==> config.mk <==
export PLATFORM = sky130hd
export DESIGN_NAME = vga_timing_core
export DESIGN_NICKNAME = d
export VERILOG_FILES = /design/src/rtl/vga_pkg.sv /design/src/rtl/vga_delay_line.sv /design/src/rtl/vga_timing_core.sv
export SDC_FILE = /design/constraint.sdc
export NUM_CORES = 1
export LEC_CHECK = 0
export ABC_CLOCK_PERIOD_IN_PS = 2270
export CORE_ASPECT_RATIO = 0.9
export CORE_MARGIN = 2
export CORE_UTILIZATION = 48
export DETAILED_ROUTE_END_ITERATION = 12
export MAX_ROUTING_LAYER = met4
export PLACE_DENSITY = 0.81
export SYNTH_ARGS = -nofsm -noshare
export SYNTH_HDL_FRONTEND = slang
export SYNTH_SLANG_ARGS = --single-unit
==> constraint.sdc <==
create_clock -name clk -period 2.27 [get_ports clk]
set_input_delay 0.5675 -clock clk [delete_from_list [all_inputs] [get_ports clk]]
set_output_delay 0.5675 -clock clk [all_outputs]
set_load 0.03 [all_outputs]
==> src/rtl/vga_pkg.sv <==
// Shared types and default timing for the VGA timing generator.
package vga_pkg;

    typedef struct packed {
        logic [15:0] active;
        logic [15:0] fp;
        logic [15:0] sync;
        logic [15:0] bp;
    } vga_timing_t;

    typedef struct packed {
        vga_timing_t h;
        vga_timing_t v;
    } vga_mode_t;

    // Bundle of strobes that travel together through the delay line.
    typedef struct packed {
        logic valid;
        logic hs;
        logic vs;
        logic ls;
        logic fs;
    } vga_strobe_t;

    localparam vga_mode_t VGA_640x480_60 = '{
        h: '{active: 16'd640, fp: 16'd16, sync: 16'd96, bp: 16'd48},
        v: '{active: 16'd480, fp: 16'd10, sync: 16'd2,  bp: 16'd33}
    };

    localparam int VGA_CNT_W = 10;

endpackage

==> src/rtl/vga_delay_line.sv <==
// Fixed-depth shift register; every stage resets asynchronously to RST_VAL.
module vga_delay_line #(
    parameter int               WIDTH   = 1,
    parameter int               DEPTH   = 1,
    parameter logic [WIDTH-1:0] RST_VAL = '0
) (
    input  logic             clk,
    input  logic             rst,
    input  logic [WIDTH-1:0] i_d,
    output logic [WIDTH-1:0] o_q
);

    logic [WIDTH-1:0] r_stage [DEPTH];

    always_ff @(posedge clk or posedge rst) begin
        if (rst) begin
            for (int i = 0; i < DEPTH; i++) r_stage[i] <= RST_VAL;
        end else begin
            r_stage[0] <= i_d;
            for (int i = 1; i < DEPTH; i++) r_stage[i] <= r_stage[i-1];
        end
    end

    assign o_q = r_stage[DEPTH-1];

endmodule

==> src/rtl/vga_timing_core.sv <==
// Parametrised VGA timing generator with delayed sync/valid/start strobes.
// Define VGA_FRAME_CNT_EN to build the completed-frame counter; otherwise frame_cnt is 0.
module vga_timing_core
    import vga_pkg::*;
#(
    parameter int H_ACTIVE = int'(VGA_640x480_60.h.active),
    parameter int H_FP     = int'(VGA_640x480_60.h.fp),
    parameter int H_SYNC   = int'(VGA_640x480_60.h.sync),
    parameter int H_BP     = int'(VGA_640x480_60.h.bp),
    parameter int V_ACTIVE = int'(VGA_640x480_60.v.active),
    parameter int V_FP     = int'(VGA_640x480_60.v.fp),
    parameter int V_SYNC   = int'(VGA_640x480_60.v.sync),
    parameter int V_BP     = int'(VGA_640x480_60.v.bp),
    parameter bit HS_POL   = 1'b0,
    parameter bit VS_POL   = 1'b0,
    parameter int CNT_W    = VGA_CNT_W,
    parameter int PIPE_LAT = 1,
    parameter int FRAME_W  = 8
) (
    input  logic               clk,
    input  logic               rst,
    output logic               HSYNC,
    output logic               VSYNC,
    output logic               valid,
    output logic [CNT_W-1:0]   curr_col,
    output logic [CNT_W-1:0]   curr_row,
    output logic               line_start,
    output logic               frame_start,
    output logic [FRAME_W-1:0] frame_cnt
);

    localparam int H_TOTAL = H_ACTIVE + H_FP + H_SYNC + H_BP;
    localparam int V_TOTAL = V_ACTIVE + V_FP + V_SYNC + V_BP;

    localparam logic [CNT_W-1:0] H_LAST   = CNT_W'(H_TOTAL - 1);
    localparam logic [CNT_W-1:0] V_LAST   = CNT_W'(V_TOTAL - 1);
    localparam logic [CNT_W-1:0] H_ACT    = CNT_W'(H_ACTIVE);
    localparam logic [CNT_W-1:0] V_ACT    = CNT_W'(V_ACTIVE);
    localparam logic [CNT_W-1:0] HS_START = CNT_W'(H_ACTIVE + H_FP);
    localparam logic [CNT_W-1:0] HS_END   = CNT_W'(H_ACTIVE + H_FP + H_SYNC);
    localparam logic [CNT_W-1:0] VS_START = CNT_W'(V_ACTIVE + V_FP);
    localparam logic [CNT_W-1:0] VS_END   = CNT_W'(V_ACTIVE + V_FP + V_SYNC);

    if (H_TOTAL > 2**CNT_W) begin : g_err_htotal
        $error("vga_timing_core: H_TOTAL does not fit in CNT_W");
    end
    if (V_TOTAL > 2**CNT_W) begin : g_err_vtotal
        $error("vga_timing_core: V_TOTAL does not fit in CNT_W");
    end
    if (PIPE_LAT < 1 || PIPE_LAT > 8) begin : g_err_lat
        $error("vga_timing_core: PIPE_LAT must be 1..8");
    end
    if (H_FP == 0 || H_SYNC == 0 || H_BP == 0 || V_FP == 0 || V_SYNC == 0 || V_BP == 0) begin : g_err_width
        $error("vga_timing_core: porch and sync widths must be non-zero");
    end

    logic [CNT_W-1:0] r_h_cnt;
    logic [CNT_W-1:0] r_v_cnt;
    logic             w_h_wrap;
    logic             w_v_wrap;
    vga_strobe_t      w_strobe;
    vga_strobe_t      w_strobe_d;

    assign w_h_wrap = (r_h_cnt == H_LAST);
    assign w_v_wrap = (r_v_cnt == V_LAST);

    always_ff @(posedge clk or posedge rst) begin
        if (rst) begin
            r_h_cnt <= '0;
            r_v_cnt <= '0;
        end else begin
            r_h_cnt <= w_h_wrap ? '0 : r_h_cnt + CNT_W'(1);
            if (w_h_wrap) r_v_cnt <= w_v_wrap ? '0 : r_v_cnt + CNT_W'(1);
        end
    end

    always_comb begin
        w_strobe       = '0;
        w_strobe.valid = (r_h_cnt < H_ACT) && (r_v_cnt < V_ACT);
        w_strobe.hs    = (r_h_cnt >= HS_START) && (r_h_cnt < HS_END);
        w_strobe.vs    = (r_v_cnt >= VS_START) && (r_v_cnt < VS_END);
        w_strobe.ls    = (r_h_cnt == '0);
        w_strobe.fs    = (r_h_cnt == '0) && (r_v_cnt == '0);
    end

    // Stages reset to all-zero, i.e. every strobe inactive before polarity is applied.
    vga_delay_line #(
        .WIDTH   ($bits(vga_strobe_t)),
        .DEPTH   (PIPE_LAT),
        .RST_VAL ('0)
    ) u_strobe_dly (
        .clk (clk),
        .rst (rst),
        .i_d (w_strobe),
        .o_q (w_strobe_d)
    );

    assign HSYNC       = ~(w_strobe_d.hs ^ HS_POL);
    assign VSYNC       = ~(w_strobe_d.vs ^ VS_POL);
    assign valid       = w_strobe_d.valid;
    assign line_start  = w_strobe_d.ls;
    assign frame_start = w_strobe_d.fs;
    assign curr_col    = r_h_cnt;
    assign curr_row    = r_v_cnt;

`ifdef VGA_FRAME_CNT_EN
    logic [FRAME_W-1:0] r_frame_cnt;

    always_ff @(posedge clk or posedge rst) begin
        if (rst) begin
            r_frame_cnt <= '0;
        end else if (w_h_wrap && w_v_wrap) begin
            r_frame_cnt <= r_frame_cnt + FRAME_W'(1);
        end
    end

    assign frame_cnt = r_frame_cnt;
`else
    assign frame_cnt = '0;
`endif

endmodule

Yosys cells after proc, flatten, opt, wreduce, memory -nomap -nowiden
Index checks and enable logic that the tools add are counted.

word-level totals
  register bits = 25
  bits in latches = 0
  bits in writable memories = 0
  memory bits (read-only) = 0
  input bits = 2
  output and inout port bits = 33
  word-level logic and storage cells = 23
  memories kept = 0

cells by class
  add/subtract/negate cells = 2
  multipliers = 0
  divide/modulo/power cells = 0
  magnitude comparators = 6
  equality and inequality tests = 2
  shifts and indexed selects = 0
  muxes and demuxes = 2
  bitwise gates (word level) = 2
  reduce and logical (&&, ||, !) cells = 6

operator list
  operator                 count
  $add A10 B1 Y10 const B  2
  $eq A10 B10 Y1 const B   2
  $logic_not A10 Y1        2
  $lt A10 B10 Y1 const B   2
  $lt A10 B9 Y1 const B    2
  $mux W10                 2
  $ge A10 B10 Y1 const B   1
  $ge A10 B9 Y1 const B    1
  $logic_and A1 B1 Y1      4
  $not A1 Y1               2

Logic depth before layout (Yosys ltp)
  depth in word-level cells = 2
  mapped depth = 7
  gate-level depth less buffers = 6

Cells and area by module
From an unflattened synthesis, not the netlist that was laid out.

second synthesis, totals
  cells, all modules = 134
  area total of the unflattened synthesis = 1,313.8 um^2

modules (own cells, without submodules)
  module           instances  cells an instance  area an instance (um^2)
  vga_timing_core  1          128                1,184.9
  vga_delay_line   1          6                  128.9

Least setup slack after synthesis
No wires, ideal clock.

  kind = reg-to-reg
  from = register r_h_cnt[0], in the netlist curr_col[0]
  to = register r_v_cnt[6], in the netlist curr_row[6]
  setup time = 0.136 ns
  arrival = 1.692 ns
  required time = 2.134 ns
  setup slack = 0.442 ns
  stages on the path, launching flop included = 8
  period minus slack after synthesis = 1.828 ns
  cell sequence = dfrtp_1 > ha_1 > and4_1 > buf_2 > and3_2 > buf_6 > nand4_1 > xnor2_1

between the ends
  cells in the longest elaborated chain, start to end = 1

RTL lines
  item                    RTL line               RTL
  start, declared         vga_timing_core.sv:57  logic [CNT_W-1:0] r_h_cnt;
  start signal, assigned  vga_timing_core.sv:72  r_h_cnt <= w_h_wrap ? '0 : r_h_cnt + CNT_W'(1);
  $eq A10 B10 Y1          vga_timing_core.sv:64  assign w_h_wrap = (r_h_cnt == H_LAST);
  end signal, assigned    vga_timing_core.sv:73  if (w_h_wrap) r_v_cnt <= w_v_wrap ? '0 : r_v_cnt + CNT_W'(1);
  end, declared           vga_timing_core.sv:58  logic [CNT_W-1:0] r_v_cnt;

No other way between the ends.
A chain may end at the register's enable or synchronous reset.

Final worst setup path
  from = register r_h_cnt[6], in the netlist curr_col[6]
  to = output curr_col[6]

RTL lines
  item           RTL line               RTL
  end, declared  vga_timing_core.sv:25  output logic [CNT_W-1:0] curr_col,

No word-level cell between the ends.

==> flow_metrics.py <==
metrics = {
    "synth": {
        "yosysTopAreaCellShare_pct": 45.7,
        "synth_ff_type": "dfrtp_1",
        "synth.distinct_cells": 38,
        "synthMuxAreaShare_pct": 0,
        "synthXorXnorAreaFrac_pct": 6.40,
        "synth_area_um2": 1370,
        "ys_warn_count": 0,
        "synthAdderAreaFrac_pct": 3.66,
        "synth.most_common_cell": "dfrtp_1",
        "yosysSeqAreaShare_pct": 45.7,
        "async_reset_ff_share_pct": 100,
        "ys_ff_latch": 25,
        "synthTopCellsByCount": "25 x dfrtp_1, 11 x nand2_1, 10 x nor2_1, 9 x buf_4, 9 x o21ai_0",
        "synth_top_family_by_area": "simple AND/OR/NAND/NOR gates",
        "yosysTopAreaCell": "dfrtp_1",
        "synth_edf_count": 0,
        "netlist_instances": 137,
        "avgSynthCellArea_um2": 9.99,
        "synthTopCellsByArea": "dfrtp_1 46%, buf_4 4.9%, xor2_1 3.8%",
        "synth_compound_area_share_pct": 8.14,
        "synth-simple-area-share_pct": 26.3,
    },
    "drt": {
        "wl_per_cell_um": 14.2,
        "drc": 0,
        "viasPerCell": 5.35,
        "drtIter0Drc": 34,
        "finalWirelength_mm": 2.86,
        "vias": 1076,
        "firstDrtPassIters": 4,
        "antenna_left": 0,
    },
    "sta": {
        "hold_viol": 0,
        "fin_crit_ns": 2.23,
        "whs_ns": 0.545,
        "setup_slack_ns": 0.0438,
        "timing.fmax_ghz": 0.449,
        "slew_viol_final": 0,
        "grt_setup_unrepaired": "no",
        "setup_viol": 0,
        "skew_ns": 0.00339,
        "fin_tns_setup_ns": 0,
        "post-route-period-util_pct": 98.1,
    },
    "power_and_ir_drop": {
        "power_mw": 0.686,
        "vdd_drop_max_v": 0.000186,
        "powerDensity_nw_per_um2": 420,
        "power_leakage_nw": 0.730,
    },
    "clock_network": {
        "htreeDepth": 1,
        "cts_tree": "built",
        "clock_latency_ns": 0.33,
        "cts.sinks": 25,
        "clk_root_buffer_cell": "clkbuf_4",
        "cts-buffers-inserted": 3,
        "cts.path.max_buffers": 2,
        "clk_pin_slew_ns": 0.14,
        "cts_setup_buffers": 0,
        "cts-resized-gates": 0,
        "hold_buffers": 0,
    },
    "run": {
        "maxCapViolations": 0,
    },
    "setup_path": {
        "reg2reg_depth": 5,
        "cp_max_fo": 8,
        "reg2reg_slack_ns": 0.37,
        "path_buf_inv": 1,
        "crit_arrival_ns": 1.66,
        "critPathLaunchType": "flip-flop",
        "rr_endpoint": "curr_row[9]",
        "slowest_stage": "clkdlybuf4s50_1",
        "critPathTopFamily": "buffers and inverters",
        "cp_data_required_time_ns": 1.70,
        "path_cells": "clkdlybuf4s50_1",
        "max_stage_delay_ns": 0.74,
        "worstSetupPathType": "flip-flop to output pin",
        "crit-reg2reg-launch": "curr_col[0]",
        "crit_path_end_kind": "output pin",
    },
    "finish": {
        "synthToLayoutAreaGrowth_pct": 19.5,
        "multi_input_area_um2": 639,
        "nFillCells": 238,
        "stdcell_count": 201,
        "fin_util_pct": 60.0,
        "drive_above_1_share_pct": 8.70,
        "final_nets": 168,
        "diodes": 0,
        "regArea_um2": 626,
        "design_area_um2": 1640,
    },
    "placed_design": {
        "place_inst": 197,
        "io_buffers": 26,
        "placed_cell_area_um2": 1610,
        "pre_cts_ws_ns": 0.399,
        "gp_congestion": 0.891,
        "place.detailed.hpwl_mm": 2.04,
    },
    "global_routing": {
        "grt_overflow_total": 0,
        "grt_pass1_wl_mm": 4.42,
        "antenna_found_initial": 0,
        "grt_max_degree": 26,
        "grt_pass1_vias": 899,
        "grtUsageTotal_pct": 19.1,
    },
    "worst_hold_path": {
        "hp-class": "flip-flop to flip-flop",
        "hold_end": "curr_row[7]",
        "hp-start": "curr_row[7]",
        "whs_path_depth": 1,
    },
    "floorplan": {
        "die_h_um": 54.7,
        "die_area_um2": 3300,
        "die_w_um": 60.3,
        "rows": 18,
        "io_pins": 35,
        "start_util_pct": 50.2,
        "core_um2": 2730,
    },
    "status": {
        "status": "complete, no violations",
    },
}
-- cell type report --
type                       count  share of cell area, %
tap                           40                   3.06
clock buffer                   4                   1.61
sequential                    25                   38.3
multi-input combinational     98                   39.1
inverter                       7                   1.61
timing repair buffer          27                   16.4
-- sequential cells by signal, summed over array words and instances (netlist names) --
name / cells
curr_col: 10
curr_row: 10
u_strobe_dly.o_q: 5
-- where the power goes --
part | leakage, nW | total (mW) | internal (mW) | switching [mW]
logic | 0.386 | 0.0287 | 0.00276 | 0.0259
clock network | 0.0150 | 0.212 | 0.0691 | 0.143
registers | 0.330 | 0.445 | 0.445 | 0
-- cells in the final DEF, fill, tap and decap left out --
cell / synthesis / final
nand4_1: 5 / 5
o211ai_1: 1 / 1
and3_1: 4 / 4
o21ai_0: 9 / 9
nor3_1: 4 / 4
and2_2: 1 / 1
a211o_1: 1 / 1
clkbuf_1: 1 / 1
a211o_2: 1 / 1
nand3_2: 1 / 1
or4b_2: 1 / 1
nor3b_1: 1 / 1
dfrtp_1: 25 / 25
a31oi_1: 1 / 1
nor3_4: 1 / 1
and2_1: 1 / 1
conb_1: 1 / 8
and3_2: 2 / 2
nor2_1: 10 / 10
clkbuf_4: 0 / 3
nor4b_2: 1 / 1
a21o_1: 1 / 1
xor2_1: 6 / 6
nor4b_4: 1 / 1
buf_4: 9 / 1
a41oi_1: 1 / 1
ha_1: 4 / 4
nand3_1: 8 / 8
a21oi_1: 2 / 2
a211oi_1: 1 / 1
xnor2_1: 4 / 4
nor4_1: 1 / 1
clkdlybuf4s50_1: 0 / 26
inv_1: 7 / 7
nand2_1: 11 / 11
nor4_2: 1 / 1
and4_1: 4 / 4
-- per-layer routing --
metal | share of wire (%) | vias to the layer above | global-route usage [%]
li1 | - | 509 | -
met2 | 50 | 38 | 30.1
met3 | 5.0 | 5 | 2.36
met1 | 43 | 524 | 24.7
met5 | 0 | - | -
met4 | 1.9 | 0 | 8.89
-- cell families after synthesis --
kind of cell,after synthesis
compound gates,18
xor+xnor,10
fa+ha+maj,4
buf+inv,21
flops,25
other cells,1
simple gates,58
-- worst max path at each step --
stage / cells after the start / to / start
global route: 1 / curr_col[7] / curr_col[7]
detailed placement: 5 / curr_row[9] / curr_col[0]
finish: 1 / curr_col[6] / curr_col[6]
global placement: 1 / curr_col[6] / curr_col[6]
CTS: 1 / curr_col[6] / curr_col[6]
floorplan: 7 / curr_row[6] / curr_col[0]
Power figures use the tool's default switching activity.
==> RTL change: new RTL, same flow settings <==
Change the parameter `HS_POL` from 1'b0 to 1'b1.
--- a/src/rtl/vga_timing_core.sv
+++ b/src/rtl/vga_timing_core.sv
@@ -11,7 +11,7 @@
     parameter int V_FP     = int'(VGA_640x480_60.v.fp),
     parameter int V_SYNC   = int'(VGA_640x480_60.v.sync),
     parameter int V_BP     = int'(VGA_640x480_60.v.bp),
-    parameter bit HS_POL   = 1'b0,
+    parameter bit HS_POL   = 1'b1,
     parameter bit VS_POL   = 1'b0,
     parameter int CNT_W    = VGA_CNT_W,
     parameter int PIPE_LAT = 1,
Function: changed (Yosys sat finds a counterexample within 4 cycles, from zero or initial values and one cycle with rst high).
==> RTL change against the unedited design <==
The flow now finishes with violations (design-rule violations); wire length decreased by 5.6%; global-route usage is 0.87 points higher; setup slack gained 0.057 ns; first-iteration DRC count grew 26%; synthesized area decreased by 5.0%; via count is 3.3% lower; cell area is 2.7% lower; die area shrank 4.7%; total power is 1.9% lower; sequential cell count is the same; highest routed layer unchanged; fmax grew 2.6%; count of clock-buffer cells in the layout is the same.
==> RTL change: results (changes against the unedited design) <==
Run status
  • Run status: finished with violations
  • Failing checks: design-rule violations

Cells and area
  • Fin nets: 167 (-0.60%)
  • # fillers: 218 (-8.4%)
  • Share of cells above drive strength 1: 0.0750 (-0.0120)

Critical path
  • Crit path arrival time: 1.60 ns (-0.06 ns)
  • R2R Setup Slk: 0.24 ns (-0.13 ns)
  • Crit-path max FO: 9 (+1)
  • Critical Path Source: curr_col[4]$_DFF_PP0_

Synth
  • Post-synthesis compound-gate area fraction: 0.0751 (-0.00628)
  • Synth top area cells: dfrtp_1, buf_4, xnor2_1
  • Syn_area_per_cell: 10.0 um2 (about the same)
  • Distinct cell type count after synthesis: 35 (-7.9%)
  • XOR/XNOR Fraction of Synth Area: 0.0674 (+0.00339)
  • Post-synthesis sequential area ratio: 0.481 (+0.0242)
  • Synth cell count leaders: dfrtp_1, nand3_1, nand2_1

Clock network
  • Clk Latency, worst-skew pair: 0.31 ns (-0.02 ns)

Routing
  • Wire length on met1: 1240 um (unchanged)
  • DR pass1 iterations: 8 (+4)
  • Total wire length: 2700 um (-5.6%)
  • WL met3: 121 um (-15%)
  • DR WL/cell: 14.3 um (+0.93%)
  • Vias: 1041 (-3.3%)
  • Residual DRC count: 1 (+1)
  • DRT iter0 DRCs: 43 (+26%)

Placed design
  • Placed cell area: 1570 um2 (-2.7%)
  • Post-DP HPWL: 2000 um (-2.3%)
  • DP Worst Slack: 0.262 ns (-0.137 ns)
  • Cell count after placement: 184 (-6.6%)
  • Global placement routability congestion: 0.934 (+4.8%)

Global routing
  • GRT Total Usage: 0.200 (+0.00875)
  • Met1 usage: 0.260 (+0.0129)
  • Met2 Resource Use GR: 0.317 (+0.0159)
  • GRT met3 Usage: 0.0244 (+0.000809)
  • Global-route wire length before repair: 4600 um (+3.9%)

Hold path
  • Hold path endpoint: curr_row[8]$_DFFE_PP0N_
  • Worst Hold Launch: curr_row[8]$_DFFE_PP0N_

Power
  • Flop pwr share: 0.662 (+0.013)
  • Pleak: 0.706 nW (-3.4%)
  • VDD IR max: 0.210 mV (+13%)

STA
  • Worst hold margin: 0.532 ns (-0.0129 ns)
-- RTL change: cell count changes after synthesis, sizes merged, moves of 3 or more --
cell | before | now
and3 | 6 | 1
nor2 | 10 | 7
o21ai | 9 | 4
o31ai | 0 | 3
-- RTL change: how the worst max path moves through the flow --
stage | depth (start not counted) | to | slack, ns
floorplan | 6 | curr_row[9]$_DFFE_PP0N_ | 0.04
global placement | 4 | curr_row[9]$_DFFE_PP0N_ | 0.34
detailed placement | 5 | curr_row[9]$_DFFE_PP0N_ | 0.26
CTS | 1 | curr_col[4] | 0.10
global route | 1 | curr_col[4] | 0.03
finish | 1 | curr_col[4] | 0.10
-- RTL change: final cells by class --
type                    count  area (um2)  share of cell area
flip-flops and latches     25         626               0.393
multi-input cells          93         584               0.367
repair buffers             30         290               0.182
well taps                  28        35.0              0.0220
inverters                   8        30.0              0.0189
clock buffers               4        26.3              0.0165
